===== config.mk =====
export PLATFORM = sky130hd
export DESIGN_NAME = player_hit_flash
export DESIGN_NICKNAME = d
export VERILOG_FILES = /design/src/rtl/player_hit_flash.sv
export SDC_FILE = /design/constraint.sdc
export NUM_CORES = 1
export LEC_CHECK = 0
export CAP_MARGIN = 15
export CORE_ASPECT_RATIO = 0.7
export CORE_MARGIN = 2
export CORE_UTILIZATION = 51
export DETAILED_ROUTE_END_ITERATION = 10
export PLACE_DENSITY = 0.74
export SYNTH_ARGS = -nofsm -noshare
export SYNTH_HDL_FRONTEND = slang
export SYNTH_SLANG_ARGS = --single-unit

===== constraint.sdc =====
create_clock -name clk -period 1.8 [get_ports clk]
set_input_delay 0.36 -clock clk [delete_from_list [all_inputs] [get_ports clk]]
set_output_delay 0.36 -clock clk [all_outputs]
set_load 0.005 [all_outputs]

===== src/rtl/player_hit_flash.sv =====
// rtl/player_hit_flash.sv - hit invulnerability window with frame-paced blink of the player sprite
module player_hit_flash #(
   parameter int FLASH_FRAMES = 60,
   parameter int BLINK_FRAMES = 4
) (
   input  logic clk,
   input  logic resetN,
   input  logic startOfFrame,
   input  logic hit,
   input  logic clear,
   output logic invert_player,
   output logic invulnerable,
   output logic flash_done
);

   typedef enum logic {IDLE, FLASH} state_t;

   // 9-bit limits so that a counter at 255 plus one compares without wrapping
   localparam logic [8:0] FLASH_LIM = 9'(FLASH_FRAMES);
   localparam logic [8:0] BLINK_LIM = 9'(BLINK_FRAMES);

   state_t     state, state_nxt;
   logic [7:0] frame_cnt, frame_nxt;
   logic [7:0] blink_cnt, blink_nxt;
   logic       invert_nxt, invul_nxt, done_nxt;
   logic [8:0] frame_inc, blink_inc;

   assign frame_inc = {1'b0, frame_cnt} + 9'd1;
   assign blink_inc = {1'b0, blink_cnt} + 9'd1;

   // State, counters and all outputs are registered; reset aborts any window silently
   always_ff @(posedge clk or negedge resetN) begin
      if (!resetN) begin
         state         <= IDLE;
         frame_cnt     <= 8'd0;
         blink_cnt     <= 8'd0;
         invert_player <= 1'b0;
         invulnerable  <= 1'b0;
         flash_done    <= 1'b0;
      end else begin
         state         <= state_nxt;
         frame_cnt     <= frame_nxt;
         blink_cnt     <= blink_nxt;
         invert_player <= invert_nxt;
         invulnerable  <= invul_nxt;
         flash_done    <= done_nxt;
      end
   end

   // Next-state logic: clear beats hit, hit (IDLE only) beats frame pacing
   always_comb begin
      state_nxt  = state;
      frame_nxt  = frame_cnt;
      blink_nxt  = blink_cnt;
      invert_nxt = invert_player;
      invul_nxt  = invulnerable;
      done_nxt   = 1'b0;
      if (clear) begin
         state_nxt  = IDLE;
         frame_nxt  = 8'd0;
         blink_nxt  = 8'd0;
         invert_nxt = 1'b0;
         invul_nxt  = 1'b0;
      end else begin
         case (state)
            IDLE: begin
               invert_nxt = 1'b0;
               invul_nxt  = 1'b0;
               // A frame pulse coinciding with the hit is not counted
               if (hit) begin
                  state_nxt  = FLASH;
                  frame_nxt  = 8'd0;
                  blink_nxt  = 8'd0;
                  invert_nxt = 1'b1;
                  invul_nxt  = 1'b1;
               end
            end
            FLASH: begin
               if (startOfFrame) begin
                  if (frame_inc == FLASH_LIM) begin
                     state_nxt  = IDLE;
                     frame_nxt  = 8'd0;
                     blink_nxt  = 8'd0;
                     invert_nxt = 1'b0;
                     invul_nxt  = 1'b0;
                     done_nxt   = 1'b1;
                  end else begin
                     frame_nxt = frame_inc[7:0];
                     if (blink_inc == BLINK_LIM) begin
                        blink_nxt  = 8'd0;
                        invert_nxt = ~invert_player;
                     end else begin
                        blink_nxt = blink_inc[7:0];
                     end
                  end
               end
            end
            default: begin
               state_nxt  = IDLE;
               frame_nxt  = 8'd0;
               blink_nxt  = 8'd0;
               invert_nxt = 1'b0;
               invul_nxt  = 1'b0;
            end
         endcase
      end
   end

endmodule

Word level (Yosys, flattened, before mapping):

Index checks and enable logic that the tools add are counted.

* flip-flop bits (word level): 20
* output and inout bits: 3
* word-level logic and storage cells: 47

* add/subtract/negate cells: 2
* eq/ne operators: 6
* multiplexer cells: 28
* bitwise logic cells: 2
* reductions and logical operators: 3

Operator list (count)
* $mux W8: 8
* $pmux W8 S2: 2
* $add A8 B1 Y9 const B: 2
* $mux W1: 15
* $eq A9 B3 Y1 const B: 1
* $eq A9 B6 Y1 const B: 1
* $ne A3 B3 Y1 const B: 2
* $pmux W1 S2: 3
* $reduce_and A2 Y1: 3
* $ne A4 B2 Y1 const B: 1
* $ne A3 B2 Y1 const B: 1
* $not A1 Y1: 2

Depth between registers and ports, before layout:

Gate-level depths: netlist of the first run.

* depth in word-level cells: 7
* gate-level depth with buffers: 7
* gate-level depth less buffers: 6

Worst setup path after synthesis of the first run:

OpenSTA, ideal clock, no wires.

* path kind: reg2reg
* start: register blink_cnt[0]
* end: register blink_cnt[2]
* arrival time: 1771 ps
* setup slack: -97 ps
* stages on the path, launching flop included: 7
* path buffers: 0
* period minus slack after synthesis: 1897 ps
* cell sequence: dfrtp_1 ha_1 or3b_1 or3_4 o21bai_4 nor2_2 a221o_1

* word-level cells in the longest chain between the ends: 7

Ends and longest elaborated chain
* start, declared: line 24 `logic [7:0] blink_cnt, blink_nxt;`
* start signal, assigned: line 43 `blink_cnt <= blink_nxt;`
* $add A8 B1 Y9 (*): line 29 `assign blink_inc = {1'b0, blink_cnt} + 9'd1;`
* $eq A9 B3 Y1: line 89 `if (blink_inc == BLINK_LIM) begin`
* $mux W8 (*): line 89
* $mux W8 (*): line 80 `if (frame_inc == FLASH_LIM) begin`
* $mux W8 (*): line 79 `if (startOfFrame) begin`
* $pmux W8 S2 (*): line 65 `case (state)`
* $mux W8 (*): line 58 `if (clear) begin`

Every way passes the cells marked *; elsewhere a longest branch is shown, timed or not. The select of a mux whose other input is x is not followed.
A chain may end at the register's enable or synchronous reset.

Worst setup path after layout of the first run:

Ends and elaborated chain as after synthesis.

==> results of run 1 <==
[registers in the layout (all words and copies together), names as in the netlist]
| name | flops |
|---|---|
| frame_cnt | 8 |
| state | 1 |
| blink_cnt | 8 |
| invulnerable | 1 |
| flash_done | 1 |
| invert_player | 1 |
[cell families (layout without fill, tap and decap cells)]
family                     after synthesis  count (layout)  share of synthesized area, %
and+or+nand+nor                         53              53                          24.7
buffers and inverters                    7              42                          2.56
xor gates and xnor gates                 4               4                          3.12
DFF                                     20              20                          44.5
AOI/OAI and AO/OA                       33              34                          21.7
adders and majority gates                3               3                          3.34
[repair_timing]
action,in CTS,in global routing
cloned,0,1
endpoints found under the setup margin,6,13
setup buffers,4,3
pin swaps,3,2
gates resized for setup,2,8
[synth_stat cells, drive strengths merged]
master	number
o31ai	2
nor3	3
nand2	16
o31a	1
a211oi	2
a22o	2
a221o	1
and3	3
o41ai	1
a221oi	1
xnor2	1
nor2b	3
clkbuf	3
nor4	1
a31oi	3
inv	2
nand3	7
or3b	1
o21ai	12
a21oi	2
or3	2
o21ba	1
or4b	1
nand4	2
nand2b	1
or2	1
nand3b	1
dfrtp	20
or4	1
buf	2
nor3b	1
o21bai	4
a311oi	1
nor2	9
xor2	3
ha	3
[worst min-delay path by stage]
stage,startpoint,endpoint,slack [ns]
after global placement,frame_cnt[5]$_DFFE_PN0P_,frame_cnt[5]$_DFFE_PN0P_,0.49
after floorplan,resetN,blink_cnt[0]$_DFFE_PN0P_,0.06
final,resetN,blink_cnt[5]$_DFFE_PN0P_,0.38
after global routing,resetN,blink_cnt[5]$_DFFE_PN0P_,0.41
after CTS,resetN,blink_cnt[5]$_DFFE_PN0P_,0.39
after detailed placement,frame_cnt[5]$_DFFE_PN0P_,frame_cnt[5]$_DFFE_PN0P_,0.49
[metal layers]
layer / vias to the layer above / part of all wire (%) / track usage (%)
li1: 514 / - / -
met3: 4 / 5.3 / 7.01
met2: 36 / 51 / 35.2
met5: - / 0 / 0
met1: 538 / 43 / 31.3
met4: 0 / 0.99 / 7.56
[power breakdown]
group          switching, µW  internal (µW)  total (µW)
sequential              10.5            458         468
combinational           52.2           52.7         105
clock                    132           78.0         210
total                    194            589         783
[through the flow]
step / setup TNS (ns) / total power (µW) / hold WS (ns) / setup WS [ns] / cells
finish: -0.676 / 783 / 0.384 / -0.186 / 188
global route: -1.08 / 815 / 0.413 / -0.236 / 188
CTS: -0.364 / 779 / 0.387 / -0.154 / 184
detailed placement: -0.467 / 571 / 0.494 / -0.149 / 177
global placement: -0.179 / 567 / 0.486 / -0.0918 / 177
floorplan: -0.135 / 517 / 0.0644 / -0.0972 / 120
[worst register-to-register path, delay by kind of cell, from the launching register on]
kind	cells	cell delay, ns
and+or+nand+nor	3	0.64
AOI/OAI and AO/OA	2	0.53
DFF	1	0.38
adders and majority gates	1	0.19
buffers and inverters	1	0.14
[layout make-up]
cell class / count / area [µm²] / area share [%]
multi-input cells: 94 / 636 / 42.2
clock buffers: 3 / 22.5 / 1.50
inverters: 2 / 7.51 / 0.499
repair buffers: 37 / 299 / 19.9
flip-flops and latches: 20 / 500 / 33.3
well taps: 32 / 40.0 / 2.66
==> out/qor.yml, run 1 <==
worst_slack_ns: -0.186
fin_nets: 166
drcViolationCount: 0
place_area_um2: 1390
fin_skew_ns: 0.00835
n_antenna_cell: 0
track_usage_pct: 23.1
dr.pass1.iters: 4
final_cell_mix: "buf_4 (29), dfrtp_1 (20), nand2_1 (16), o21ai_0 (11)"
critical_path.max_fanout: 5
cts_buffer_depth: 2
final_area_um2: 1510
die_w_um: 60.1
vias_per_cell: 5.81
period_share_pct: 110
cts.clk_slew.worst_paths_ns: 0.11
grt_overflow: 0
required_ns: 1.99
timing.fmax_mhz: 504
ant_nets: 0
ys_top_cells_by_area: "dfrtp_1 (45%), o21ai_0 (5.3%), nand2_1 (5.3%)"
gp_congestion: 0.835
initial_core_util_pct: 53.0
power.density_nw_per_um2: 520
clock-sinks: 20
final_common_cell: "buf_4"
synth_top_cell_area_share_pct: 44.5
status: "finished, violations left"
worst-r2r-setup-slack_ns: -0.19
rows: 14
hold_class: "primary input to async pin"
dieArea_um2: 2600
fin_crit_ns: 1.99
power.leakage_uw: 0.000671
grt_max_degree: 21
hold_viol_final: 0
critical-path-slowest-cell: "dfrtp_1"
crit_path_start: "blink_cnt[0]$_DFFE_PN0P_"
synth_top_area_cell: "dfrtp_1"
cpPeakStageDelay_ns: 0.38
synth_seq_cells: 20
io_pins: 8
numCtsBuffers: 3
crit_type: "register to register"
worstReg2RegStart: "blink_cnt[0]$_DFFE_PN0P_"
drt_iter0_drc: 98
drive_gt1_share_pct: 30.8
antenna_found_initial: 0
path_buf_inv: 1
cp-endpoint: "blink_cnt[2]$_DFFE_PN0P_"
rsz0062_at_grt: "true"
syn-cell-area_um2: 1120
synth_cell_type_count: 39
cp_num_cells: 7
syn_avg_cell_area_um2: 9.36
areaGrowthSynthToFinish_pct: 34.0
dieHeight_um: 43.3
grt_pass1_vias: 953
report.final.slew_viol_count: 0
violations: "setup timing"
core_area_um2: 2120
ir_drop_mv: 0.482
place_hpwl_um: 1960
clkLatencyLatePin_ns: 0.30
crit_path_cell_trace: "ha_2 -> or3b_4 -> buf_4 -> nor4_1 -> o21bai_4 -> nor2_2 -> a221o_1"
root_buffer: "clkbuf_4"
synthCells: 120
tritoncts: "built"
grt_pass1_wl_um: 4370
reg2reg_depth: 7
worst_setup_path_start_kind: "register"
synth_nets: 128
num_vias: 1092
num-fill-cells: 163
tightest_slew_ns: 0.417
max-cap-violations: 0
drt-total-wl_um: 2940
htree_levels: 1
max_slew_margin_pct: 72.1
arrival_ns: 2.18
cts_hold_buf: 0
utilization_pct: 71.0
reg2reg_to: "blink_cnt[2]$_DFFE_PN0P_"
yosys_warnings: 0
yosysSeqAreaShare_pct: 44.5
finalSetupViolCount: 7
port_buffers: 7
cp-end-kind: "register"
critical_path.top_delay_family: "simple AND/OR/NAND/NOR gates"
wl_per_cell_um: 15.7
Note: power is estimated with default switching activity, not from simulation.
==> run 2: changes to the inputs <==
--- a/config.mk
+++ b/config.mk
@@ -9,8 +9,10 @@
 export CORE_ASPECT_RATIO = 0.7
 export CORE_MARGIN = 2
 export CORE_UTILIZATION = 51
+export CTS_CLUSTER_DIAMETER = 50
 export DETAILED_ROUTE_END_ITERATION = 10
 export PLACE_DENSITY = 0.74
+export SETUP_SLACK_MARGIN = 0.2
 export SYNTH_ARGS = -nofsm -noshare
 export SYNTH_HDL_FRONTEND = slang
 export SYNTH_SLANG_ARGS = --single-unit
==> out/qor.yml, run 2 (synthesized netlist as in run 1, its figures left out) <==
status: "finished, violations left"
violations: "setup timing"
power.leakage_uw: 0.000735  # +9.6%
worst_slack_ns: -0.129  # +0.0564 ns
htree_levels: 1  # unchanged
largestRegisters: "blink_cnt (8), frame_cnt (8)"
port_buffers: 7  # unchanged
tritoncts: "built"
n_antenna_cell: 0  # unchanged
die_w_um: 60.1  # unchanged
drcViolationCount: 0  # unchanged
finalPower_uw: 803  # +2.5%
ant_nets: 0  # unchanged
cts_buffer_depth: 2  # unchanged
rows: 14  # unchanged
cp-end-kind: "register"
place_area_um2: 1390  # unchanged
io_pins: 8  # unchanged
gp_congestion: 0.858  # +2.8%
place_hpwl_um: 1930  # -1.5%
num-fill-cells: 144  # -12%
drt-total-wl_um: 3270  # +11%
dieHeight_um: 43.3  # unchanged
initial_core_util_pct: 53.0  # unchanged
utilization_pct: 75.1  # +4.1 points
worst-r2r-setup-slack_ns: -0.13  # +0.06 ns
track_usage_pct: 27.9  # +4.8 points
grt_pass1_vias: 1095  # +15%
hold_viol_final: 0  # unchanged
fin_skew_ns: 0.00575  # -0.00259 ns
rsz0062_at_grt: "true"
reg2reg_depth: 6  # -1
grt_pass1_wl_um: 5230  # +20%
clkLatencyLatePin_ns: 0.32  # +0.02 ns
fin_nets: 167  # +0.60%
root_buffer: "clkbuf_4"
cpPeakStageDelay_ns: 0.38  # about the same
arrival_ns: 2.14  # -0.04 ns
required_ns: 2.01  # +0.02 ns
max_slew_margin_pct: 76.1  # +4.0 points
critical_path.max_fanout: 5  # unchanged
num_vias: 1137  # +4.1%
max-cap-violations: 0  # unchanged
crit_type: "register to register"
critical-path-slowest-cell: "or3b_4"
power.density_nw_per_um2: 505  # -3.0%
ir_drop_mv: 0.363  # -25%
core_area_um2: 2120  # unchanged
areaGrowthSynthToFinish_pct: 41.6
grt_max_degree: 21  # unchanged
critical_path.top_delay_family: "simple AND/OR/NAND/NOR gates"
final_common_cell: "buf_4"
reg2reg_to: "blink_cnt[2]$_DFFE_PN0P_"
tightest_slew_ns: 0.359  # -0.0577 ns
dieArea_um2: 2600  # unchanged
crit_path_cell_trace: "ha_1 -> or3b_4 -> or3_4 -> o21bai_4 -> nor2_2 -> a221o_1"
fin_crit_ns: 1.93  # -0.0564 ns
timing.fmax_mhz: 518  # +2.9%
worstReg2RegStart: "blink_cnt[0]$_DFFE_PN0P_"
report.final.slew_viol_count: 0  # unchanged
cts_hold_buf: 0  # unchanged
grt_overflow: 0  # unchanged
dr.pass1.iters: 4  # unchanged
cts.clk_slew.worst_paths_ns: 0.11  # about the same
final_area_um2: 1590  # +5.7%
clock-sinks: 20  # unchanged
final_cell_mix: "buf_4 (22), dfrtp_1 (20), nand2_1 (15), buf_6 (9), nand3_1 (7)"
period_share_pct: 107  # -3.1 points
wl_per_cell_um: 17.3  # +11%
numCtsBuffers: 3  # unchanged
path_buf_inv: 0  # -1
antenna_found_initial: 0  # unchanged
pre_cts_ws_ns: -0.123  # +0.0268 ns
drive_gt1_share_pct: 35.7  # +4.9 points
hold-worst-slack_ns: 0.367  # -0.0167 ns
vias_per_cell: 6.02  # +3.6%
drt_iter0_drc: 111  # +13%
hold_class: "primary input to async pin"
finalSetupViolCount: 9  # +2
worst_setup_path_start_kind: "register"
[run 2: changes by cell type in the layout (fill, tap and decap cells not counted), moves of 2 or more]
cell,before,now
buf_6,1,9
buf_4,29,22
o21ai_0,11,4
o21ai_2,0,4
o21ai_1,1,4
clkdlybuf4s50_1,7,5
dlymetal6s2s_1,0,2
nor2_4,0,2
[run 2: worst max path at each step]
stage	start	endpoint	slack (ns)	cells past startpoint
after floorplan	blink_cnt[0]$_DFFE_PN0P_	blink_cnt[2]$_DFFE_PN0P_	-0.1	6
after global placement	blink_cnt[0]$_DFFE_PN0P_	blink_cnt[2]$_DFFE_PN0P_	-0.09	6
after detailed placement	blink_cnt[0]$_DFFE_PN0P_	blink_cnt[2]$_DFFE_PN0P_	-0.12	6
after CTS	blink_cnt[0]$_DFFE_PN0P_	blink_cnt[2]$_DFFE_PN0P_	-0.13	6
after global routing	blink_cnt[1]$_DFFE_PN0P_	blink_cnt[2]$_DFFE_PN0P_	-0.19	6
final	blink_cnt[0]$_DFFE_PN0P_	blink_cnt[2]$_DFFE_PN0P_	-0.13	6
[run 2: what timing repair did]
| item | 4_1_cts | 5_1_grt |
|---|---|---|
| endpoints found under the setup margin | 16 | 19 |
| cloned | 1 | 0 |
| endpoints found under the hold margin | 0 | 0 |
| setup buffers | 7 | 1 |
| resized for setup | 25 | 11 |
| pin swaps | 8 | 8 |
[run 2: stage by stage]
step | std cells | TNS [ns]
after floorplan | 120 | -0.135
after CTS | 188 | -0.335
after detailed placement | 177 | -0.405
after global routing | 189 | -1.01
final | 189 | -0.387
after global placement | 177 | -0.178
[run 2: final cells by class]
type | instances | area (µm²) | share of cell area, %
tap | 32 | 40.0 | 2.52
clock buffer | 3 | 22.5 | 1.42
timing repair buffer | 38 | 342 | 21.5
sequential | 20 | 500 | 31.4
inverter | 2 | 7.51 | 0.472
multi-input combinational | 94 | 679 | 42.7
[run 2: power by group]
group	leakage [µW]	switching (µW)	internal [µW]	total [µW]
combinational	0.000446	56.7	54.3	111
sequential	0.000275	10.8	458	469
clock	0.0000138	145	78.6	223
total	0.000735	212	591	803
[run 2: metal layers]
layer / track usage (%) / vias up / share of wire [%]
li1: - / 518 / -
met1: 36.4 / 564 / 43
met2: 43.3 / 45 / 48
met3: 10.1 / 10 / 5.7
met4: 8.44 / 0 / 2.9
met5: 0 / - / 0
==> run 3: changes to the inputs <==
--- a/config.mk
+++ b/config.mk
@@ -7,10 +7,10 @@
 export LEC_CHECK = 0
 export CAP_MARGIN = 15
 export CORE_ASPECT_RATIO = 0.7
-export CORE_MARGIN = 2
 export CORE_UTILIZATION = 51
 export CTS_CLUSTER_DIAMETER = 50
 export DETAILED_ROUTE_END_ITERATION = 10
+export GPL_ROUTABILITY_DRIVEN = 1
 export PLACE_DENSITY = 0.74
 export SETUP_SLACK_MARGIN = 0.2
 export SYNTH_ARGS = -nofsm -noshare
==> out/qor.yml, run 3 (synthesized netlist as in run 1, its figures left out) <==
status: "finished, violations left"
violations: "setup timing"
initial_core_util_pct: 57.1  # +4.1 points
cpPeakStageDelay_ns: 0.38  # about the same
fin_skew_ns: 0.0143  # +0.00855 ns
fin_nets: 164  # -1.8%
required_ns: 2.07  # +0.06 ns
rows: 13  # -1
areaGrowthSynthToFinish_pct: 40.2
io_pins: 8  # unchanged
cts_buffer_depth: 2  # unchanged
htree_levels: 1  # unchanged
critical_path.max_fanout: 4  # -1
finalPower_uw: 852  # +6.2%
gp_congestion: 0.809  # -5.8%
rsz0062_at_grt: "true"
antenna_found_initial: 0  # unchanged
crit_path_cell_trace: "ha_1 -> or3b_4 -> or3_4 -> o21bai_4 -> buf_4 -> o21bai_1 -> o21ba_2"
dieHeight_um: 41.3  # -4.6%
hold_class: "primary input to async pin"
drive_gt1_share_pct: 36.8  # +1.1 points
max-cap-violations: 0  # unchanged
track_usage_pct: 28.0  # about the same
report.final.slew_viol_count: 0  # unchanged
critical-path-slowest-cell: "dfrtp_1"
drt-total-wl_um: 3000  # -8.3%
largestRegisters: "blink_cnt (8), frame_cnt (8)"
final_cell_mix: "buf_4 (23), dfrtp_1 (19), nand2_1 (15), nand3_1 (7), clkdlybuf4s50_1 (6)"
hold-worst-slack_ns: 0.374  # +0.00661 ns
period_share_pct: 109  # +1.6 points
fin_setup_tns_ns: -0.318  # +0.0691 ns
worst_slack_ns: -0.158  # -0.0284 ns
grt_pass1_wl_um: 4660  # -11%
vias_per_cell: 5.75  # -4.4%
core_area_um2: 1970  # -7.1%
dr.pass1.iters: 4  # unchanged
ant_nets: 0  # unchanged
root_buffer: "clkbuf_4"
dieArea_um2: 2400  # -7.8%
cts_hold_buf: 0  # unchanged
ir_drop_mv: 0.501  # +38%
grt_pass1_vias: 974  # -11%
arrival_ns: 2.22  # +0.08 ns
power.density_nw_per_um2: 541  # +7.2%
drt_iter0_drc: 45  # -59%
tightest_slew_ns: 0.288  # -0.0714 ns
port_buffers: 7  # unchanged
n_antenna_cell: 0  # unchanged
hold_viol_final: 0  # unchanged
num_vias: 1064  # -6.4%
fin_crit_ns: 1.96  # +0.0284 ns
drcViolationCount: 0  # unchanged
die_w_um: 58.1  # -3.3%
power.leakage_uw: 0.000704  # -4.2%
cp-end-kind: "register"
max_slew_margin_pct: 80.7  # +4.6 points
crit_type: "register to register"
grt_max_degree: 21  # unchanged
utilization_pct: 80.0  # +4.9 points
timing.fmax_mhz: 511  # -1.4%
tritoncts: "built"
final_common_cell: "buf_4"
numCtsBuffers: 3  # unchanged
worst_setup_path_start_kind: "register"
clkLatencyLatePin_ns: 0.31  # about the same
clock-sinks: 20  # unchanged
wl_per_cell_um: 16.2  # -6.3%
finalSetupViolCount: 4  # -5
grt_overflow: 0  # unchanged
place_hpwl_um: 1930  # +0.35%
cts.clk_slew.worst_paths_ns: 0.12  # about the same
-- run 3: cell types whose count changed in the layout (fill, tap and decap cells not counted), moves of 2 or more --
cell	delta
nor2_1	-2
nor2_4	+2
buf_6	-4
o21ai_0	-2
-- run 3: per-stage QoR --
step / std cells / setup slack [ns] / cell area (µm²)
after floorplan: 120 / -0.0972 / 1120
after global placement: 173 / -0.0729 / 1370
after detailed placement: 173 / -0.127 / 1370
after CTS: 184 / -0.136 / 1530
after global routing: 185 / -0.239 / 1580
final: 185 / -0.158 / 1580
-- run 3: final timing paths --
check                      cells past startpoint                     start                        end  slack (ns)
min reg2reg                                    1  frame_cnt[5]$_DFFE_PN0P_   frame_cnt[5]$_DFFE_PN0P_        0.53
min in group clk                               1  frame_cnt[5]$_DFFE_PN0P_   frame_cnt[5]$_DFFE_PN0P_        0.53
max in group asynchronous                      2                    resetN            state$_DFF_PN0_        1.18
max                                            7  blink_cnt[1]$_DFFE_PN0P_  invert_player$_DFFE_PN0P_       -0.16
max reg2reg                                    7  blink_cnt[1]$_DFFE_PN0P_  invert_player$_DFFE_PN0P_       -0.16
min                                            2                    resetN   blink_cnt[4]$_DFFE_PN0P_        0.37
-- run 3: repair_timing --
| action | 4_1_cts | 5_1_grt |
|---|---|---|
| pin swaps | 10 | 0 |
| resized for setup | 27 | 11 |
| buffers inserted | 7 | 1 |
| setup endpoints to repair | 17 | 18 |
-- run 3: report_power, final --
group | switching [µW] | internal, µW
registers | 9.92 | 458
clock network | 144 | 124
logic | 58.2 | 58.4
total | 212 | 640
-- run 3: routing by layer --
| metal | wire (µm) | vias up | track usage, % |
|---|---|---|---|
| met5 | 0 | - | 0 |
| met4 | 37 | 0 | 6.55 |
| met3 | 145 | 4 | 7.89 |
| li1 | - | 507 | - |
| met1 | 1310 | 528 | 33.7 |
| met2 | 1510 | 25 | 51.4 |
-- run 3: layout make-up --
type,instances,area (µm²)
multi-input combinational,93,671
sequential,20,502
fill,115,393
timing repair buffer,36,322
tap,30,37.5
clock buffer,4,36.3
inverter,2,7.51
-- run 3: critical path, delay by kind of cell, from the launching register on --
| kind | cells | cell delay [ns] |
|---|---|---|
| buffers and inverters | 1 | 0.15 |
| AOI/OAI and AO/OA | 3 | 0.49 |
| adders and majority gates | 1 | 0.16 |
| DFF | 1 | 0.38 |
| and+or+nand+nor | 2 | 0.72 |
